File: config.mk
export PLATFORM = sky130hd
export DESIGN_NAME = mul_div_unit
export DESIGN_NICKNAME = d
export VERILOG_FILES = /design/src/rtl/risc_pkg.sv /design/src/rtl/div_nr_core.sv /design/src/rtl/mul_div_unit.sv
export SDC_FILE = /design/constraint.sdc
export NUM_CORES = 1
export LEC_CHECK = 0
export CAP_MARGIN = 30
export CORE_MARGIN = 2
export CORE_UTILIZATION = 60
export DETAILED_ROUTE_END_ITERATION = 8
export GPL_ROUTABILITY_DRIVEN = 0
export GPL_TIMING_DRIVEN = 0
export HOLD_SLACK_MARGIN = 0.1
export PLACE_DENSITY = 0.81
export SLEW_MARGIN = 20
export SYNTH_ARGS = -nofsm -noshare
export SYNTH_HDL_FRONTEND = slang
export SYNTH_SLANG_ARGS = --single-unit
File: constraint.sdc
create_clock -name clock -period 8.14 [get_ports clock]
set_input_delay 2.442 -clock clock [delete_from_list [all_inputs] [get_ports clock]]
set_output_delay 2.442 -clock clock [all_outputs]
set_load 0.02 [all_outputs]
File: src/rtl/risc_pkg.sv
// Shared core constants: datapath width and ALU/MDU opcodes.
// Used by the ALU and the multiply/divide unit.
package risc_pkg;

   localparam int WIDTH = 32;

   localparam logic [4:0] OP_ADD = 5'b00000;
   localparam logic [4:0] OP_SUB = 5'b00001;
   localparam logic [4:0] OP_AND = 5'b00010;
   localparam logic [4:0] OP_OR  = 5'b00011;
   localparam logic [4:0] OP_XOR = 5'b00100;
   localparam logic [4:0] OP_SLL = 5'b00101;
   localparam logic [4:0] OP_SRL = 5'b00110;
   localparam logic [4:0] OP_SRA = 5'b00111;
   localparam logic [4:0] OP_SLT = 5'b01000;
   localparam logic [4:0] OP_DIV = 5'b01100;
   localparam logic [4:0] OP_MUL = 5'b01101;

endpackage

File: src/rtl/div_nr_core.sv
// Unsigned non-restoring divider, one quotient bit per enabled edge.
// Exposes the post-step quotient and corrected remainder.
module div_nr_core #(
   parameter int WIDTH = risc_pkg::WIDTH
) (
   input  logic             clock,
   input  logic             clear,
   input  logic             load,
   input  logic             enable,
   input  logic [WIDTH-1:0] dividend,
   input  logic [WIDTH-1:0] divisor,
   output logic [WIDTH-1:0] quotient_next,
   output logic [WIDTH-1:0] remainder_next
);

   // two guard bits: 2*R +/- D spans one bit more than R
   logic [WIDTH+1:0] rem;
   logic [WIDTH-1:0] quo;
   logic [WIDTH-1:0] dvs;
   logic [WIDTH+1:0] shifted;
   logic [WIDTH+1:0] dext;
   logic [WIDTH+1:0] r_step;
   logic [WIDTH+1:0] r_fix;

   // one non-restoring step plus the final remainder fix-up
   always_comb begin
      dext    = {2'b00, dvs};
      shifted = {rem[WIDTH:0], quo[WIDTH-1]};
      r_step  = rem[WIDTH+1] ? shifted + dext : shifted - dext;
      r_fix   = r_step[WIDTH+1] ? r_step + dext : r_step;
      quotient_next  = {quo[WIDTH-2:0], ~r_step[WIDTH+1]};
      remainder_next = r_fix[WIDTH-1:0];
   end

   // partial remainder / quotient shift register
   always_ff @(posedge clock) begin
      if (clear) begin
         rem <= '0;
         quo <= '0;
         dvs <= '0;
      end else if (load) begin
         rem <= '0;
         quo <= dividend;
         dvs <= divisor;
      end else if (enable) begin
         rem <= r_step;
         quo <= quotient_next;
      end
   end

endmodule

File: src/rtl/mul_div_unit.sv
// Iterative signed multiply (radix-2 Booth) and divide unit.
// Result is registered and presented with a one-cycle done pulse.
module mul_div_unit #(
   parameter int WIDTH = risc_pkg::WIDTH
) (
   input  logic               clock,
   input  logic               clear,
   input  logic               start,
   input  logic [4:0]         opcode,
   input  logic [WIDTH-1:0]   Ra,
   input  logic [WIDTH-1:0]   Rb,
   output logic [2*WIDTH-1:0] Rc,
   output logic               busy,
   output logic               done,
   output logic               div_by_zero
);
   import risc_pkg::*;

   localparam int CW = $clog2(WIDTH);

   typedef enum logic [1:0] {IDLE, MUL, DIV, DONE} state_t;

   state_t state, state_nxt;

   logic [CW-1:0]      cnt;
   logic [WIDTH:0]     acc;
   logic [WIDTH:0]     mcand;
   logic [WIDTH-1:0]   mq;
   logic               q_1;
   logic [WIDTH:0]     acc_sum;
   logic [WIDTH:0]     acc_nxt;
   logic [WIDTH-1:0]   mq_nxt;
   logic               q1_nxt;
   logic [2*WIDTH-1:0] rc;
   logic               dz;
   logic               neg_q;
   logic               neg_r;
   logic               accept;
   logic               acc_mul;
   logic               acc_div;
   logic               acc_dz;
   logic               last;
   logic [WIDTH-1:0]   mag_a;
   logic [WIDTH-1:0]   mag_b;
   logic [WIDTH-1:0]   q_next;
   logic [WIDTH-1:0]   r_next;
   logic [WIDTH-1:0]   div_q;
   logic [WIDTH-1:0]   div_r;

   assign accept  = (state == IDLE) && start;
   assign acc_mul = accept && (opcode == OP_MUL);
   assign acc_div = accept && (opcode == OP_DIV) && (Rb != '0);
   assign acc_dz  = accept && (opcode == OP_DIV) && (Rb == '0);
   assign last    = (cnt == CW'(WIDTH - 1));
   assign mag_a   = Ra[WIDTH-1] ? -Ra : Ra;
   assign mag_b   = Rb[WIDTH-1] ? -Rb : Rb;
   assign div_q   = neg_q ? -q_next : q_next;
   assign div_r   = neg_r ? -r_next : r_next;

   div_nr_core #(.WIDTH(WIDTH)) u_div (
      .clock          (clock),
      .clear          (clear),
      .load           (acc_div),
      .enable         (state == DIV),
      .dividend       (mag_a),
      .divisor        (mag_b),
      .quotient_next  (q_next),
      .remainder_next (r_next)
   );

   // Booth step: add/sub multiplicand, then arithmetic shift right;
   // acc carries one extra bit so -2^(W-1) operands cannot overflow
   always_comb begin
      acc_sum = acc;
      unique case ({mq[0], q_1})
         2'b01:   acc_sum = acc + mcand;
         2'b10:   acc_sum = acc - mcand;
         default: acc_sum = acc;
      endcase
      acc_nxt = {acc_sum[WIDTH], acc_sum[WIDTH:1]};
      mq_nxt  = {acc_sum[0], mq[WIDTH-1:1]};
      q1_nxt  = mq[0];
   end

   // state register
   always_ff @(posedge clock) begin
      if (clear) state <= IDLE;
      else       state <= state_nxt;
   end

   // next-state and status outputs
   always_comb begin
      state_nxt = state;
      busy      = 1'b0;
      done      = 1'b0;
      unique case (state)
         IDLE: begin
            if (acc_mul)     state_nxt = MUL;
            else if (acc_div) state_nxt = DIV;
            else if (acc_dz)  state_nxt = DONE;
         end
         MUL: begin
            busy = 1'b1;
            if (last) state_nxt = DONE;
         end
         DIV: begin
            busy = 1'b1;
            if (last) state_nxt = DONE;
         end
         DONE: begin
            done      = 1'b1;
            state_nxt = IDLE;
         end
         default: state_nxt = IDLE;
      endcase
   end

   // operand latch, iteration counter and result register
   always_ff @(posedge clock) begin
      if (clear) begin
         cnt   <= '0;
         acc   <= '0;
         mcand <= '0;
         mq    <= '0;
         q_1   <= 1'b0;
         rc    <= '0;
         dz    <= 1'b0;
         neg_q <= 1'b0;
         neg_r <= 1'b0;
      end else begin
         if (acc_mul) begin
            acc   <= '0;
            mcand <= {Ra[WIDTH-1], Ra};
            mq    <= Rb;
            q_1   <= 1'b0;
            cnt   <= '0;
            dz    <= 1'b0;
         end
         if (acc_div) begin
            neg_q <= Ra[WIDTH-1] ^ Rb[WIDTH-1];
            neg_r <= Ra[WIDTH-1];
            cnt   <= '0;
            dz    <= 1'b0;
         end
         if (acc_dz) begin
            rc  <= {Ra, {WIDTH{1'b1}}};
            dz  <= 1'b1;
            cnt <= '0;
         end
         if (state == MUL) begin
            acc <= acc_nxt;
            mq  <= mq_nxt;
            q_1 <= q1_nxt;
            cnt <= cnt + 1'b1;
            if (last) rc <= {acc_nxt[WIDTH-1:0], mq_nxt};
         end
         if (state == DIV) begin
            cnt <= cnt + 1'b1;
            if (last) rc <= {div_r, div_q};
         end
      end
   end

   assign Rc          = rc;
   assign div_by_zero = dz;

endmodule

## After elaboration in Yosys (flattened, before gate mapping)

Cells that the tools add are included.
Widths: inputs -> output; s select.

| storage, ports and cells | value |
|---|---|
| register bits after elaboration | 270 |
| input port bits | 72 |
| output and inout bits | 67 |

| cells by class | value |
|---|---|
| equal/unequal tests | 10 |
| reductions and logical operators | 15 |
| add/subtract/negate cells | 10 |
| bitwise operators | 2 |
| muxes and demuxes | 34 |

Operators with widths:

| operator | count |
|---|---|
| $mux 64 | 5 |
| $mux 32 | 9 |
| $neg 32->32 | 4 |
| $mux 33 | 2 |
| $pmux 33 s2 | 1 |
| $add 34x32->34 | 1 |
| $mux 34 | 1 |
| $sub 34x32->34 | 1 |
| $add 33x33->33 | 1 |
| $sub 33x33->33 | 1 |
| $add 32x32->32 | 1 |
| $logic_not 32->1 | 1 |
| $reduce_bool 32->1 | 1 |
| $mux 5 | 5 |
| $eq 5x4->1 const B | 2 |
| $mux 2 | 4 |
| $eq 2x2->1 const B | 3 |
| $mux 1 | 6 |
| $pmux 2 s3 | 1 |
| $add 5x1->5 const B | 1 |
| $eq 5x5->1 const B | 1 |
| $logic_and 1x1->1 | 5 |
| $reduce_bool 5->1 | 1 |
| $eq 2x1->1 const B | 2 |
| other kinds (9) | 11 |

## Logic depth before layout (Yosys ltp)

| logic depth | value |
|---|---|
| depth in word-level cells | 9 |
| mapped depth | 30 |
| gate-level depth less buffers | 26 |

## Modules after synthesis

From an unflattened synthesis, not the netlist that was laid out.

| second synthesis, totals | value |
|---|---|
| cells, all modules | 2789 |
| area, all modules | 20799.9 µm² |

By module, submodules not included:

| module | cells each | area an instance (µm²) | sequential area each (µm²) | instances |
|---|---|---|---|---|
| mul_div_unit | 1754 | 12710.9 | 3423.3 | 1 |
| div_nr_core | 1035 | 8089.0 | 1961.9 | 1 |

## Worst setup path after synthesis

OpenSTA, ideal clock, no wires.

| timing path | value |
|---|---|
| path kind | reg-to-reg |
| start point | register u_div.dvs[2] |
| end point | register rc[63], in the netlist Rc[63] |
| cell stages (with the launch flop) | 26 |
| clock period less this slack | 6226 ps |
| arrival time | 6092 ps |
| slack | 1914 ps |
| library setup time | 134 ps |
| cell sequence | dfxtp_1 -> or4_4 -> nor2_1 -> and3_1 -> clkbuf_1 -> a21oi_1 -> xor2_1 -> ha_1 -> clkbuf_1 -> nand4_1 -> or3_1 -> a211oi_1 -> nor3_2 -> a21o_1 -> xnor2_1 -> ha_1 -> a21oi_1 -> o21ai_0 -> or2_2 -> or4_1 -> and3_1 -> nor4_1 -> o21ai_2 -> o41ai_2 -> xnor2_1 -> o22ai_1 |

| between the ends | value |
|---|---|
| word-level cells in the longest chain between the ends | 8 |

RTL lines:

| item | RTL line | RTL |
|---|---|---|
| start, declared | div_nr_core.sv:19 | `logic [WIDTH-1:0] dvs;` |
| start signal, assigned | div_nr_core.sv:44 | `dvs <= divisor;` |
| $sub 34x32->34 or $add 34x32->34 (tied branches) | div_nr_core.sv:29 | `r_step = rem[WIDTH+1] ? shifted + dext : shifted - dext;` |
| $mux 34 (*) | div_nr_core.sv:29 |  |
| named net u_div.r_step[23] | div_nr_core.sv:22 | `logic [WIDTH+1:0] r_step;` |
| $add 32x32->32 | div_nr_core.sv:30 | `r_fix = r_step[WIDTH+1] ? r_step + dext : r_step;` |
| $mux 32 (*) | div_nr_core.sv:30 |  |
| $neg 32->32 | mul_div_unit.sv:58 | `assign div_r = neg_r ? -r_next : r_next;` |
| $mux 32 (*) | mul_div_unit.sv:58 |  |
| $mux 64 (*) | mul_div_unit.sv:159 | `if (last) rc <= {div_r, div_q};` |
| $mux 64 (*) | mul_div_unit.sv:157 | `if (state == DIV) begin` |
| end signal, assigned | mul_div_unit.sv:146 | `rc <= {Ra, {WIDTH{1'b1}}};` |
| end signal, assigned | mul_div_unit.sv:155 | `if (last) rc <= {acc_nxt[WIDTH-1:0], mq_nxt};` |
| end signal, assigned | mul_div_unit.sv:159 |  |
| end, declared | mul_div_unit.sv:34 | `logic [2*WIDTH-1:0] rc;` |

Mark *: on every way through the listed nets, which the timed path passes. The rest lies on a longest branch.
A chain may end at the register's enable or synchronous reset.

## Worst setup path after layout

| timing path | value |
|---|---|
| start point | register u_div.dvs[2] |
| end point | register rc[26], in the netlist Rc[26] |

| between the ends | value |
|---|---|
| word-level cells in the longest chain between the ends | 7 |

RTL lines:

| item | RTL line | RTL |
|---|---|---|
| $sub 34x32->34 or $add 34x32->34 (tied branches) | div_nr_core.sv:29 |  |
| $mux 34 (*) | div_nr_core.sv:29 |  |
| named net u_div.r_step[33] | div_nr_core.sv:22 |  |
| $not 1->1 (*) | div_nr_core.sv:31 | `quotient_next = {quo[WIDTH-2:0], ~r_step[WIDTH+1]};` |
| $neg 32->32 (*) | mul_div_unit.sv:57 | `assign div_q = neg_q ? -q_next : q_next;` |
| $mux 32 (*) | mul_div_unit.sv:57 |  |
| $mux 64 (*) | mul_div_unit.sv:159 |  |
| $mux 64 (*) | mul_div_unit.sv:157 |  |

Marked as above.

==> impl_metrics.json <==
{
  "r2r_cells": 29,
  "synth_largest_area_cell": "dfxtp_1",
  "worst_setup_path_start_kind": "flip-flop",
  "drcViolationCount": 0,
  "core_sq_um": 36300,
  "whs_path_depth": 2,
  "die_w_um": 195,
  "die_h_um": 195,
  "via_per_inst": 6.78,
  "ys_ff_latch": 269,
  "setup_ws_ps": 393,
  "crit_path_max_incr_delay_ps": 600,
  "mostFrequentLayoutCell": "nand2_1",
  "grt_pass1_wl_um": 128000,
  "rows": 70,
  "drive_above_1_share_pct": 3.70,
  "outcome": "finished, final reports clean",
  "antenna_found_initial": 4,
  "synth_edf_count": 0,
  "grt_start_max_net_pins": 15,
  "dpl.hpwl_um": 65900,
  "r2r_slack_ps": 390,
  "pwr-share-clk_pct": 24.9,
  "grt_pass1_vias": 23300,
  "holdPathEnd": "cnt[4]",
  "seqPwrFrac_pct": 24.2,
  "seq_area_frac_synth_pct": 24.5,
  "cts_tree": "done",
  "irDropWorstVdd_mv": 0.142,
  "max-cap-violations": 0,
  "post-place-ws_ps": 611,
  "cts_buffers": 31,
  "area_delta_synth_final_pct": 13.6,
  "hold_class": "reg2reg",
  "synth_fp_nets": 3190,
  "cp.buffers_inverters": 5,
  "htree_levels": 1,
  "initialDrtViolationCount": 3268,
  "crit_family": "simple AND/OR/NAND/NOR gates",
  "place.port_buffers": 134,
  "clk_pin_slew_ps": 70,
  "synth.distinct_cells": 92,
  "finalSetupViolCount": 0,
  "synth_top_cells_by_area": "dfxtp_1 25%, a21oi_1 7.5%, nand2_1 6.7%, ha_1 6.7%, xnor2_1 5.9%",
  "r2r_start": "u_div.dvs[2]",
  "drt_pass1_iterations": 7,
  "layout_common_cells": "395 x nand2_1, 333 x nor2_1, 329 x a21oi_1",
  "synthCells": 2998,
  "switching_share_pct": 44.2,
  "post_drt_wl_per_cell_um": 23.1,
  "hp-start": "cnt[4]",
  "final-max-slew-violation-count": 0,
  "die-area_sq_um": 38200,
  "r2r-end": "Rc[26]",
  "synthFlopType": "dfxtp_1",
  "p_int_w": 0.00326,
  "syn_area_per_cell_sq_um": 7.33,
  "synthArstFlopShare_pct": 0,
  "clk_path_buf_depth": 3,
  "vias": 24800,
  "grt_use_total_pct": 42.7,
  "hold_violations": 0,
  "drt_wl_total_um": 84500,
  "crit_path_max_fanout": 10,
  "fmax_mhz": 129,
  "fin_nets": 3359,
  "fin_setup_tns_ps": 0,
  "cpMaxStageDelayCell": "o31ai_4",
  "worstPathArrival_ps": 8210,
  "synth_top_area_share_pct": 24.5,
  "io_pins": 139,
  "drtAntennaViolNets": 0,
  "critPathCaptureType": "flip-flop",
  "root_buffer": "clkbuf_16",
  "start_util_pct": 60.4,
  "fin_skew_ps": 19.7,
  "powerDensity_nw_per_um2": 235,
  "p_leak_nw": 9.24,
  "slew_headroom_pct": 32.2,
  "p_sw_w": 0.00259,
  "comb_power_share_pct": 50.9,
  "yosys_warnings": 0,
  "syn_area_sq_um": 22000,
  "rsz0062_at_grt": "no",
  "clkLatencyLatePin_ps": 600,
  "grt_overflow": 0,
  "tightestPinTransition_ps": 1020,
  "cts.sinks": 269,
  "cp.depth": 29,
  "period_minus_slack_ps": 7750,
  "cp_data_required_time_ps": 8600,
  "fin_crit_sh_pct": 95.2,
  "critPathKind": "reg2reg",
  "post_cts_buffers": 0
}
-- per-layer routing --
layer | routed length (um) | share of wire (%) | GRT usage (%) | vias to the layer above
met5 | 28 | 0.033 | 0 | -
met4 | 6480 | 7.7 | 27.9 | 2
met3 | 11500 | 14 | 12.3 | 465
met2 | 35200 | 42 | 64.8 | 1702
met1 | 31300 | 37 | 52.9 | 11500
li1 | - | - | - | 11200
-- registers in the layout, indices dropped and copies added (netlist names) --
register and flops:
u_div.quo 32, div_by_zero 1, mq 32, Rc 64, mcand 32, cnt 5, acc 32, u_div.dvs 32
u_div.rem 34, neg_r 1, state 2, q_1 1, neg_q 1
-- layout make-up --
cell class	instances	area [sq um]
antenna	1	2.50
fill	3045	11400
inverter	65	244
tap	468	586
timing repair buffer	136	1350
buffer	185	724
clock inverter	10	140
clock buffer	43	891
multi-input combinational	2479	15600
sequential	269	5390
-- repair_timing --
action,4_1_cts,5_1_grt
endpoints found under the setup margin,0,1
resized for setup,0,2
hold buffers,0,0
-- synthesized netlist by cell type (28+ instances only) --
cell / number
a211oi_1: 93
a21o_1: 36
a21oi_1: 330
and3_1: 43
clkbuf_1: 163
dfxtp_1: 269
ha_1: 117
inv_1: 65
mux2i_1: 91
nand2_1: 395
nand2b_1: 36
nand3_1: 38
nor2_1: 333
nor3_1: 71
nor4_1: 28
o21ai_0: 158
o31ai_1: 44
or3_1: 31
xnor2_1: 148
xor2_1: 85
-- tightest hold or removal path, delay by kind of cell (launching register included) --
kind | cells | cell delay [ps]
and+or+nand+nor | 1 | 70
DFF | 1 | 320
AOI/OAI and AO/OA | 1 | 60
-- cells by family after synthesis --
| family | share of synthesized area [%] |
|---|---|
| compound gates | 26.5 |
| xor+xnor | 9.44 |
| fa+ha+maj | 6.94 |
| buf+inv | 4.41 |
| flops | 24.5 |
| mux | 4.76 |
| simple gates | 23.5 |
-- through the flow --
| stage | hold WS (ps) | util (%) | std cells | instance area, sq um | power [W] |
|---|---|---|---|---|---|
| 2_1_floorplan | 452 | - | 2998 | 22000 | 0.00350 |
| 3_3_place_gp | 445 | 65.7 | 3600 | 23900 | 0.00418 |
| 3_5_place_dp | 472 | 65.8 | 3601 | 23900 | 0.00426 |
| 4_1_cts | 481 | 68.6 | 3654 | 24900 | 0.00570 |
| 5_1_grt | 499 | 68.7 | 3655 | 25000 | 0.00607 |
| 6_report | 490 | 68.7 | 3656 | 25000 | 0.00586 |
-- power groups by stage --
| stage | sequential, W | clock [W] | combinational (W) |
|---|---|---|---|
| 6_report | 0.00142 | 0.00146 | 0.00298 |
| 5_1_grt | 0.00142 | 0.00150 | 0.00315 |
| 3_3_place_gp | 0.00144 | 0 | 0.00275 |
| 4_1_cts | 0.00141 | 0.00145 | 0.00284 |
| 3_5_place_dp | 0.00144 | 0 | 0.00282 |
| 2_1_floorplan | 0.00142 | 0 | 0.00208 |
-- how the worst max path moves through the flow --
| stage | start | to |
|---|---|---|
| CTS | u_div.dvs[2] | Rc[26] |
| global placement | u_div.dvs[2] | Rc[26] |
| floorplan | u_div.dvs[2] | Rc[63] |
| finish | u_div.dvs[2] | Rc[26] |
| global route | u_div.dvs[2] | Rc[26] |
| detailed placement | u_div.dvs[2] | Rc[26] |
Note: power is estimated with default switching activity, not from simulation.
